$ cat config.mk
export PLATFORM = sky130hd
export DESIGN_NAME = seg7_scan_rx
export DESIGN_NICKNAME = d
export VERILOG_FILES = /design/src/rtl/seg7_pkg.sv /design/src/rtl/seg7_decode.sv /design/src/rtl/seg7_scan_rx.sv
export SDC_FILE = /design/constraint.sdc
export NUM_CORES = 1
export LEC_CHECK = 0
export BUFFER_PORTS_ARGS = -buffer_cell sky130_fd_sc_hd__buf_2
export CAP_MARGIN = 20
export CELL_PAD_IN_SITES_DETAIL_PLACEMENT = 0
export CELL_PAD_IN_SITES_GLOBAL_PLACEMENT = 2
export CORE_MARGIN = 3
export CORE_UTILIZATION = 36
export DETAILED_ROUTE_END_ITERATION = 16
export PLACE_DENSITY = 0.77
export SLEW_MARGIN = 20
export SYNTH_ARGS = -nofsm -noshare
export SYNTH_HDL_FRONTEND = slang
export SYNTH_SLANG_ARGS = --single-unit
$ cat constraint.sdc
create_clock -name clk -period 3.62 [get_ports clk]
set_clock_uncertainty 0.2 [all_clocks]
set_input_delay 0.724 -clock clk [delete_from_list [all_inputs] [get_ports clk]]
set_output_delay 0.724 -clock clk [all_outputs]
set_load 0.05 [all_outputs]
$ cat src/rtl/seg7_pkg.sv
// Shared 7-segment definitions: bit order, glyph table and receiver FSM states.
// Both the scan driver and the scan receiver use this table so the two directions cannot drift.
package seg7_pkg;

    localparam int SEG_A = 0;
    localparam int SEG_B = 1;
    localparam int SEG_C = 2;
    localparam int SEG_D = 3;
    localparam int SEG_E = 4;
    localparam int SEG_F = 5;
    localparam int SEG_G = 6;

    localparam logic [6:0] SEG_BLANK = 7'b0000000;

    // Active-high glyphs, gfedcba; entry i is the pattern for hex digit i.
    localparam logic [15:0][6:0] SEG_TABLE = {
        7'b1110001, 7'b1111001, 7'b1011110, 7'b0111001,
        7'b1111100, 7'b1110111, 7'b1101111, 7'b1111111,
        7'b0000111, 7'b1111101, 7'b1101101, 7'b1100110,
        7'b1001111, 7'b1011011, 7'b0000110, 7'b0111111
    };

    typedef enum logic [1:0] {
        IDLE,
        SETTLE,
        CAPTURED
    } rx_state_e;

endpackage

$ cat src/rtl/seg7_decode.sv
// Combinational reverse lookup of an active-high segment pattern to a hex digit.
module seg7_decode
    import seg7_pkg::*;
(
    input  logic [6:0] pattern_i,
    output logic       legal_o,
    output logic       blank_o,
    output logic [3:0] value_o
);

    always_comb begin
        legal_o = 1'b0;
        value_o = 4'd0;
        blank_o = (pattern_i == SEG_BLANK);
        for (int i = 0; i < 16; i++) begin
            if (pattern_i == SEG_TABLE[i]) begin
                legal_o = 1'b1;
                value_o = 4'(i);
            end
        end
    end

endmodule

$ cat src/rtl/seg7_scan_rx.sv
// Multiplexed 7-segment receiver: synchronizes, debounces each digit dwell and
// stores the decoded value per position with update, frame and error strobes.
module seg7_scan_rx
    import seg7_pkg::*;
#(
    parameter int NUM_DIGITS    = 6,
    parameter int STABLE_CYCLES = 4
) (
    input  logic                    clk,
    input  logic                    rst_n,
    input  logic [6:0]              seg_n,
    input  logic [NUM_DIGITS-1:0]   dig_sel_n,
    input  logic                    clear_err,
    output logic [4*NUM_DIGITS-1:0] digits_out,
    output logic [NUM_DIGITS-1:0]   blank_out,
    output logic                    upd_pulse,
    output logic [2:0]              upd_idx,
    output logic                    frame_valid,
    output logic                    invalid_err
);

    localparam int SW = NUM_DIGITS + 7;
    localparam logic [7:0] CNT_LAST = 8'(STABLE_CYCLES - 1);

    logic [6:0]              seg_s1_q, seg_s2_q;
    logic [NUM_DIGITS-1:0]   sel_s1_q, sel_s2_q;
    logic [SW-1:0]           prev_q;
    rx_state_e               state_q, state_d;
    logic [7:0]              cnt_q, cnt_d;
    logic [4*NUM_DIGITS-1:0] digits_q, digits_d;
    logic [NUM_DIGITS-1:0]   blank_q, blank_d;
    logic [NUM_DIGITS-1:0]   mask_q, mask_d;
    logic                    upd_q, upd_d;
    logic [2:0]              idx_q, idx_d;
    logic                    frame_q, frame_d;
    logic                    err_q, err_d;

    logic [6:0]              seg;
    logic [NUM_DIGITS-1:0]   sel;
    logic                    changed, onehot, accept;
    logic [3:0]              ones;
    logic [2:0]              sel_idx;
    logic                    dec_legal, dec_blank;
    logic [3:0]              dec_value;

    assign seg     = ~seg_s2_q;
    assign sel     = ~sel_s2_q;
    assign changed = ({sel, seg} != prev_q);

    seg7_decode u_decode (
        .pattern_i (seg),
        .legal_o   (dec_legal),
        .blank_o   (dec_blank),
        .value_o   (dec_value)
    );

    always_comb begin
        ones    = 4'd0;
        sel_idx = 3'd0;
        for (int i = 0; i < NUM_DIGITS; i++) begin
            if (sel[i]) begin
                ones    = ones + 4'd1;
                sel_idx = 3'(i);
            end
        end
        onehot = (ones == 4'd1);
    end

    // Any sample change restarts the dwell, whatever state we were in.
    always_comb begin
        state_d = state_q;
        cnt_d   = cnt_q;
        accept  = 1'b0;
        if (changed) begin
            cnt_d   = 8'd0;
            state_d = onehot ? SETTLE : IDLE;
        end else begin
            case (state_q)
                SETTLE: begin
                    if (cnt_q == CNT_LAST) begin
                        accept  = 1'b1;
                        state_d = CAPTURED;
                    end else begin
                        cnt_d = cnt_q + 8'd1;
                    end
                end
                IDLE:     cnt_d = 8'd0;
                CAPTURED: state_d = CAPTURED;
                default:  state_d = IDLE;
            endcase
        end
    end

    always_comb begin
        digits_d = digits_q;
        blank_d  = blank_q;
        mask_d   = mask_q;
        upd_d    = 1'b0;
        idx_d    = idx_q;
        frame_d  = 1'b0;
        err_d    = clear_err ? 1'b0 : err_q;
        if (accept) begin
            if (dec_legal || dec_blank) begin
                upd_d   = 1'b1;
                idx_d   = sel_idx;
                blank_d = dec_blank ? (blank_q | sel) : (blank_q & ~sel);
                for (int i = 0; i < NUM_DIGITS; i++) begin
                    if (sel[i] && dec_legal) digits_d[4*i +: 4] = dec_value;
                end
                mask_d = mask_q | sel;
                if (&mask_d) begin
                    frame_d = 1'b1;
                    mask_d  = '0;
                end
            end else begin
                err_d = 1'b1;
            end
        end
    end

    always_ff @(posedge clk or negedge rst_n) begin
        if (!rst_n) begin
            seg_s1_q <= '1;
            seg_s2_q <= '1;
            sel_s1_q <= '1;
            sel_s2_q <= '1;
            prev_q   <= '0;
            state_q  <= IDLE;
            cnt_q    <= 8'd0;
            digits_q <= '0;
            blank_q  <= '1;
            mask_q   <= '0;
            upd_q    <= 1'b0;
            idx_q    <= 3'd0;
            frame_q  <= 1'b0;
            err_q    <= 1'b0;
        end else begin
            seg_s1_q <= seg_n;
            seg_s2_q <= seg_s1_q;
            sel_s1_q <= dig_sel_n;
            sel_s2_q <= sel_s1_q;
            prev_q   <= {sel, seg};
            state_q  <= state_d;
            cnt_q    <= cnt_d;
            digits_q <= digits_d;
            blank_q  <= blank_d;
            mask_q   <= mask_d;
            upd_q    <= upd_d;
            idx_q    <= idx_d;
            frame_q  <= frame_d;
            err_q    <= err_d;
        end
    end

    assign digits_out  = digits_q;
    assign blank_out   = blank_q;
    assign upd_pulse   = upd_q;
    assign upd_idx     = idx_q;
    assign frame_valid = frame_q;
    assign invalid_err = err_q;

endmodule
After elaboration in Yosys (flattened, before gate mapping)

Index checks and enable logic that the tools add are counted.

Eq/ne operators: 24
Add/sub/neg operators: 6
Bitwise logic cells: 6
Reductions and logical operators: 20
Muxes and demuxes: 62

Operator list:

| cell                | number |
|---|---|
| $eq 7x7->1 const B  | 12 |
| $mux 4              | 13 |
| $mux 1              | 31 |
| $mux 3              | 8 |
| $add 4x1->4 const B | 5 |
| $reduce_and 3->1    | 6 |
| $mux 8              | 2 |
| $pmux 8 s2          | 1 |
| $eq 7x3->1 const B  | 2 |
| $eq 7x6->1 const B  | 2 |
| $ne 13x13->1        | 1 |
| $mux 6              | 2 |
| $not 6->6           | 2 |
| $or 6x6->6          | 2 |
| $add 8x1->8 const B | 1 |
| $eq 8x2->1 const B  | 1 |
| $mux 2              | 4 |
| $logic_not 7->1     | 1 |
| $not 7->7           | 1 |
| $and 6x6->6         | 1 |
| $logic_and 1x1->1   | 6 |
| $ne 3x3->1 const B  | 2 |
| $pmux 2 s3          | 1 |
| $reduce_and 2->1    | 3 |
| 8 further kinds     | 8 |

Output and inout port bits: 36
Logic and storage cells: 137
Input port bits: 16
Register bits after elaboration: 91

Longest topological paths before layout

Word-level depth: 21
Mapped depth: 17
Mapped depth without buffers: 17

By module

A second synthesis with hierarchy kept.

Cells, all modules: 344
Area total of the unflattened synthesis: 4101.4 um2

By module, submodules not included:

| module       | seq. area each (um2) | area each (um2) | cells an instance | instances |
|---|---|---|---|---|
| seg7_scan_rx | 2317.2               | 3767.4          | 293               | 1 |
| seg7_decode  | 0.0                  | 334.1           | 51                | 1 |

Worst setup path before layout

OpenSTA, ideal clock, no wires.

Path kind: register -> register
From: reg sel_s2_q[0]
To: reg state_q[0]
Arrival time: 3.244 ns
Required time: 3.338 ns
Setup slack: 0.094 ns
Setup time: 0.082 ns
Clock period less this slack: 3.526 ns
Cell stages (with the launch flop): 16
Path buffers: 0
Cells stage by stage: dfstp_2 -> inv_1 -> ha_1 -> xnor2_1 -> ha_1 -> nor2b_1 -> a31oi_1 -> inv_1 -> ha_1 -> nor2_1 -> a21oi_1 -> ha_1 -> or3b_2 -> a21oi_1 -> o21ai_0 -> a31oi_1

Cells in the longest elaborated chain, start to end: 15
Elaborated cells between the ends (all ways): 19
Those cells by class: add/sub (5); eq/ne (4); mux (8); bitwise (1); reduce/logical (1)

Ends and longest elaborated chain:

| element                  | RTL line            | source |
|---|---|---|
| start: declaration       | seg7_scan_rx.sv:26  | `logic [NUM_DIGITS-1:0] sel_s1_q, sel_s2_q;` |
| start signal: assignment | seg7_scan_rx.sv:141 | `sel_s2_q <= sel_s1_q;` |
| $not 6->6 (*)            | seg7_scan_rx.sv:47  | `assign sel = ~sel_s2_q;` |
| via sel[0]               | seg7_scan_rx.sv:39  | `logic [NUM_DIGITS-1:0] sel;` |
| $mux 1                   | seg7_scan_rx.sv:61  | `if (sel[i]) begin` |
| $add 4x1->4              | seg7_scan_rx.sv:62  | `ones = ones + 4'd1;` |
| $mux 4                   | seg7_scan_rx.sv:61  |  |
| $add 4x1->4              | seg7_scan_rx.sv:62  |  |
| $mux 4                   | seg7_scan_rx.sv:61  |  |
| $add 4x1->4              | seg7_scan_rx.sv:62  |  |
| $mux 4                   | seg7_scan_rx.sv:61  |  |
| $add 4x1->4              | seg7_scan_rx.sv:62  |  |
| $mux 4                   | seg7_scan_rx.sv:61  |  |
| $add 4x1->4              | seg7_scan_rx.sv:62  |  |
| $mux 4                   | seg7_scan_rx.sv:61  |  |
| $eq 4x1->1               | seg7_scan_rx.sv:66  | `onehot = (ones == 4'd1);` |
| $mux 1                   | seg7_scan_rx.sv:76  | `state_d = onehot ? SETTLE : IDLE;` |
| $mux 2                   | seg7_scan_rx.sv:74  | `if (changed) begin` |
| end signal: assignment   | seg7_scan_rx.sv:143 | `state_q <= state_d;` |
| end: declaration         | seg7_scan_rx.sv:28  | `rx_state_e state_q, state_d;` |

Mark *: on every way through the listed nets, which the timed path passes. The rest lies on a longest branch.
A chain may end at the register's enable or synchronous reset.

Final worst setup path

From: reg sel_s2_q[1]
To: reg state_q[0]

Cells in the longest elaborated chain, start to end: 13
Elaborated cells between the ends (all ways): 17
Those cells by class: add/sub (4); eq/ne (4); mux (7); bitwise (1); reduce/logical (1)

Ends and longest elaborated chain:

| element       | RTL line |
|---|---|
| $not 6->6 (*) | seg7_scan_rx.sv:47 |
| via sel[1]    | seg7_scan_rx.sv:39 |
| $mux 4        | seg7_scan_rx.sv:61 |
| $add 4x1->4   | seg7_scan_rx.sv:62 |
| $mux 4        | seg7_scan_rx.sv:61 |
| $add 4x1->4   | seg7_scan_rx.sv:62 |
| $mux 4        | seg7_scan_rx.sv:61 |
| $add 4x1->4   | seg7_scan_rx.sv:62 |
| $mux 4        | seg7_scan_rx.sv:61 |
| $add 4x1->4   | seg7_scan_rx.sv:62 |
| $mux 4        | seg7_scan_rx.sv:61 |
| $eq 4x1->1    | seg7_scan_rx.sv:66 |
| $mux 1        | seg7_scan_rx.sv:76 |
| $mux 2        | seg7_scan_rx.sv:74 |

Marked as above.

==> out/results.ini <==
[sta]
setup_violations = 0
final-max-slew-violation-count = 0
rsz0062_at_grt = no
worst_pin_slew_ns = 0.953
hold_ws_ns = 0.152
min_period_ns = 3.43
finalHoldViolCount = 0
fin_setup_tns_ns = 0
relSlewSlack = 0.362
fmax_mhz = 291
finalCritPeriodShare = 0.948

[floorplanning]
dieArea_sq_um = 13200
io_pins = 52
core_area_sq_um = 11500
die_y_um = 115
rows = 39
die_w_um = 115
initial_core_util = 0.370

[drt]
initialDrtViolationCount = 125
drt_first_pass_iters = 4
antenna_left = 0
vias_per_cell = 4.90
vias = 2625
finalWirelength_um = 8450
post_drt_wl_per_cell_um = 15.8
drc = 0

[placement]
dp.cells = 519
place_area_sq_um = 4580
place.gp.congestion = 0.773
dp_hpwl_um = 5870
io_buffers = 51

[synthesis]
synth_fp_nets = 362
yosysUniqueCellTypes = 62
synth_edf_count = 0
avgSynthCellArea_sq_um = 12.6
ys.flop_type = dfrtp_1
yosysWarnings = 0
async_flop_share = 1.00
synth_top_area_share = 0.346
yosysSeqAreaShare = 0.543
ys_seq_elements = 91
netlist_area_sq_um = 4270
synth_area_leaders = dfrtp_1 (35%), dfstp_2 (20%), mux2_4 (6.3%)
syn_inst = 338
synth_area_leader_cell = dfrtp_1

[clocking]
clkTransAtPathRegs_ns = 0.07
clkLatencyLatePin_ns = 0.33
cts-root-buf = clkbuf_16
cts_tree = done
cts_buffer_depth = 2
holdBufCountCts = 0
cts-htree-levels = 3
cts_buffers = 9
cts.sinks = 91

[grt]
overflow = 0
gr-usage-all-layers = 0.137
grt_max_degree = 79
antenna_found_initial = 0
grt_pass1_vias = 2593
grt_pass1_wl_um = 13900

[power_and_ir_drop]
p_leak_nw = 2.20
max-vdd-ir-drop_uv = 220
power_density_nw_per_um2 = 437

[finish]
drive_gt1_frac = 0.402
num-fill-cells = 1097
syn_to_final_growth_pct = 14.9
stdcell_count = 536
stdcell_area_sq_um = 4900
nets = 412
antenna_cells = 0

[worst_setup_path]
end_kind = flip-flop
crit_required_ns = 3.68
critPathArrivalTime_ns = 3.49
start_kind = flip-flop
path_max_fanout = 4
worstSetupPathType = reg2reg
reg2reg_depth = 16

[run]
cap_violations = 0

[worst_hold_path]
hold_depth = 0
min_path_type = reg2reg

[run_status]
outcome = finished clean

[placed cells by master (no fill, tap or decap), types with 6 or more instances in the layout]
cell type	instances
mux2_4	18
dfrtp_1	59
inv_1	23
o22a_1	6
nor3_1	7
o22ai_2	6
nor2_1	20
ha_1	6
buf_2	50
xnor2_1	20
and2_1	9
nand2_1	9
a21oi_1	13
buf_4	11
clkbuf_16	9
dfstp_2	32
[report_power, final]
group	internal, W	switching, W	leakage, nW
clock	0.000470	0.000385	0.122
combinational	0.0000892	0.000109	0.954
sequential	0.00106	0.0000321	1.13
total	0.00161	0.000526	2.20
[sequential cells by signal (all words and copies together), names as in the netlist, named ones only]
signal       count
digits_out      24
prev_q          13
cnt_q            8
seg_s1_q         7
seg_s2_q         7
mask_q           6
sel_s1_q         6
sel_s2_q         6
upd_idx          3
state_q          2
frame_valid      1
invalid_err      1
upd_pulse        1
[kinds of logic after synthesis]
group,share of synthesized area
compound gates,0.114
xor+xnor,0.0534
fa+ha+maj,0.0235
buf+inv,0.0663
flops,0.543
mux,0.0789
simple gates,0.121
[through the flow]
| stage | total power [W] | util | setup slack, ns |
|---|---|---|---|
| after floorplan | 0.00123 | - | 0.0938 |
| after global placement | 0.00129 | 0.397 | 0.110 |
| after detailed placement | 0.00130 | 0.397 | 0.0101 |
| after CTS | 0.00217 | 0.422 | 0.0175 |
| after global routing | 0.00225 | 0.425 | 0.0103 |
| final | 0.00214 | 0.425 | 0.188 |
[cell type report]
| class | count | area (sq um) | share of cell area |
|---|---|---|---|
| Clock inverter | 6 | 47.5 | 0.00970 |
| Multi-Input combinational cell | 201 | 1700 | 0.347 |
| Inverter | 24 | 93.8 | 0.0192 |
| Clock buffer | 10 | 229 | 0.0467 |
| Timing Repair Buffer | 61 | 333 | 0.0679 |
| Sequential cell | 91 | 2320 | 0.473 |
| Tap cell | 143 | 179 | 0.0365 |
[metal layers]
| metal | vias up | wire, um | global-route usage | part of all wire |
|---|---|---|---|---|
| met5 | - | 0 | 0 | 0 |
| met4 | 0 | 95 | 0.0399 | 0.011 |
| met3 | 10 | 269 | 0.0363 | 0.032 |
| met2 | 41 | 3900 | 0.204 | 0.46 |
| met1 | 1311 | 4180 | 0.196 | 0.50 |
| li1 | 1263 | - | - | - |
[synth_stat cells, types with 2 or more instances]
cell / count
a21oi_1: 15
inv_1: 24
o211ai_1: 2
o31ai_1: 2
nor3_1: 7
nor2b_1: 4
nor3b_1: 3
a31oi_1: 4
buf_2: 4
mux2_1: 3
mux2_2: 2
nand2_1: 9
buf_6: 11
nor4_1: 2
ha_1: 8
xnor2_1: 21
nand3_1: 4
and2_1: 9
nand4b_1: 2
dfstp_2: 32
o21ai_0: 4
xor2_1: 5
dfrtp_1: 59
a2bb2oi_1: 2
mux2_4: 18
nand4_1: 3
nand2b_1: 5
o22a_1: 6
buf_4: 6
o22ai_2: 6
nor2_1: 21
o22ai_1: 3
or3_1: 3
[final timing paths]
check / slack, ns / from / end
max: 0.19 / sel_s2_q[1] / state_q[0]
min: 0.15 / sel_s1_q[1] / sel_s2_q[1]
max reg2reg: 0.19 / sel_s2_q[1] / state_q[0]
min reg2reg: 0.15 / sel_s1_q[1] / sel_s2_q[1]
max in group asynchronous: 2.05 / rst_n / seg_s2_q[5]
min in group asynchronous: 0.34 / rst_n / digits_out[8]
[worst max-delay path, stage by stage, from the launching register on]
cell,delay [ns]
dfstp_2,0.55
clkinvlp_4,0.11
ha_4,0.17
nand2b_1,0.14
and2_1,0.14
ha_1,0.26
nor2b_1,0.12
a31oi_1,0.20
inv_1,0.07
ha_1,0.28
nor2_2,0.12
a21oi_2,0.05
ha_2,0.20
or3b_4,0.40
a21oi_2,0.12
o21ai_1,0.07
a31oi_1,0.15
[what timing repair did]
item                                    4_1_cts  5_1_grt
gates resized for setup                       1        8
setup buffers                                 0        1
endpoints found under the setup margin        1        1
hold endpoints to repair                      0        0
pin swaps                                     0        3
Power figures use the tool's default switching activity.
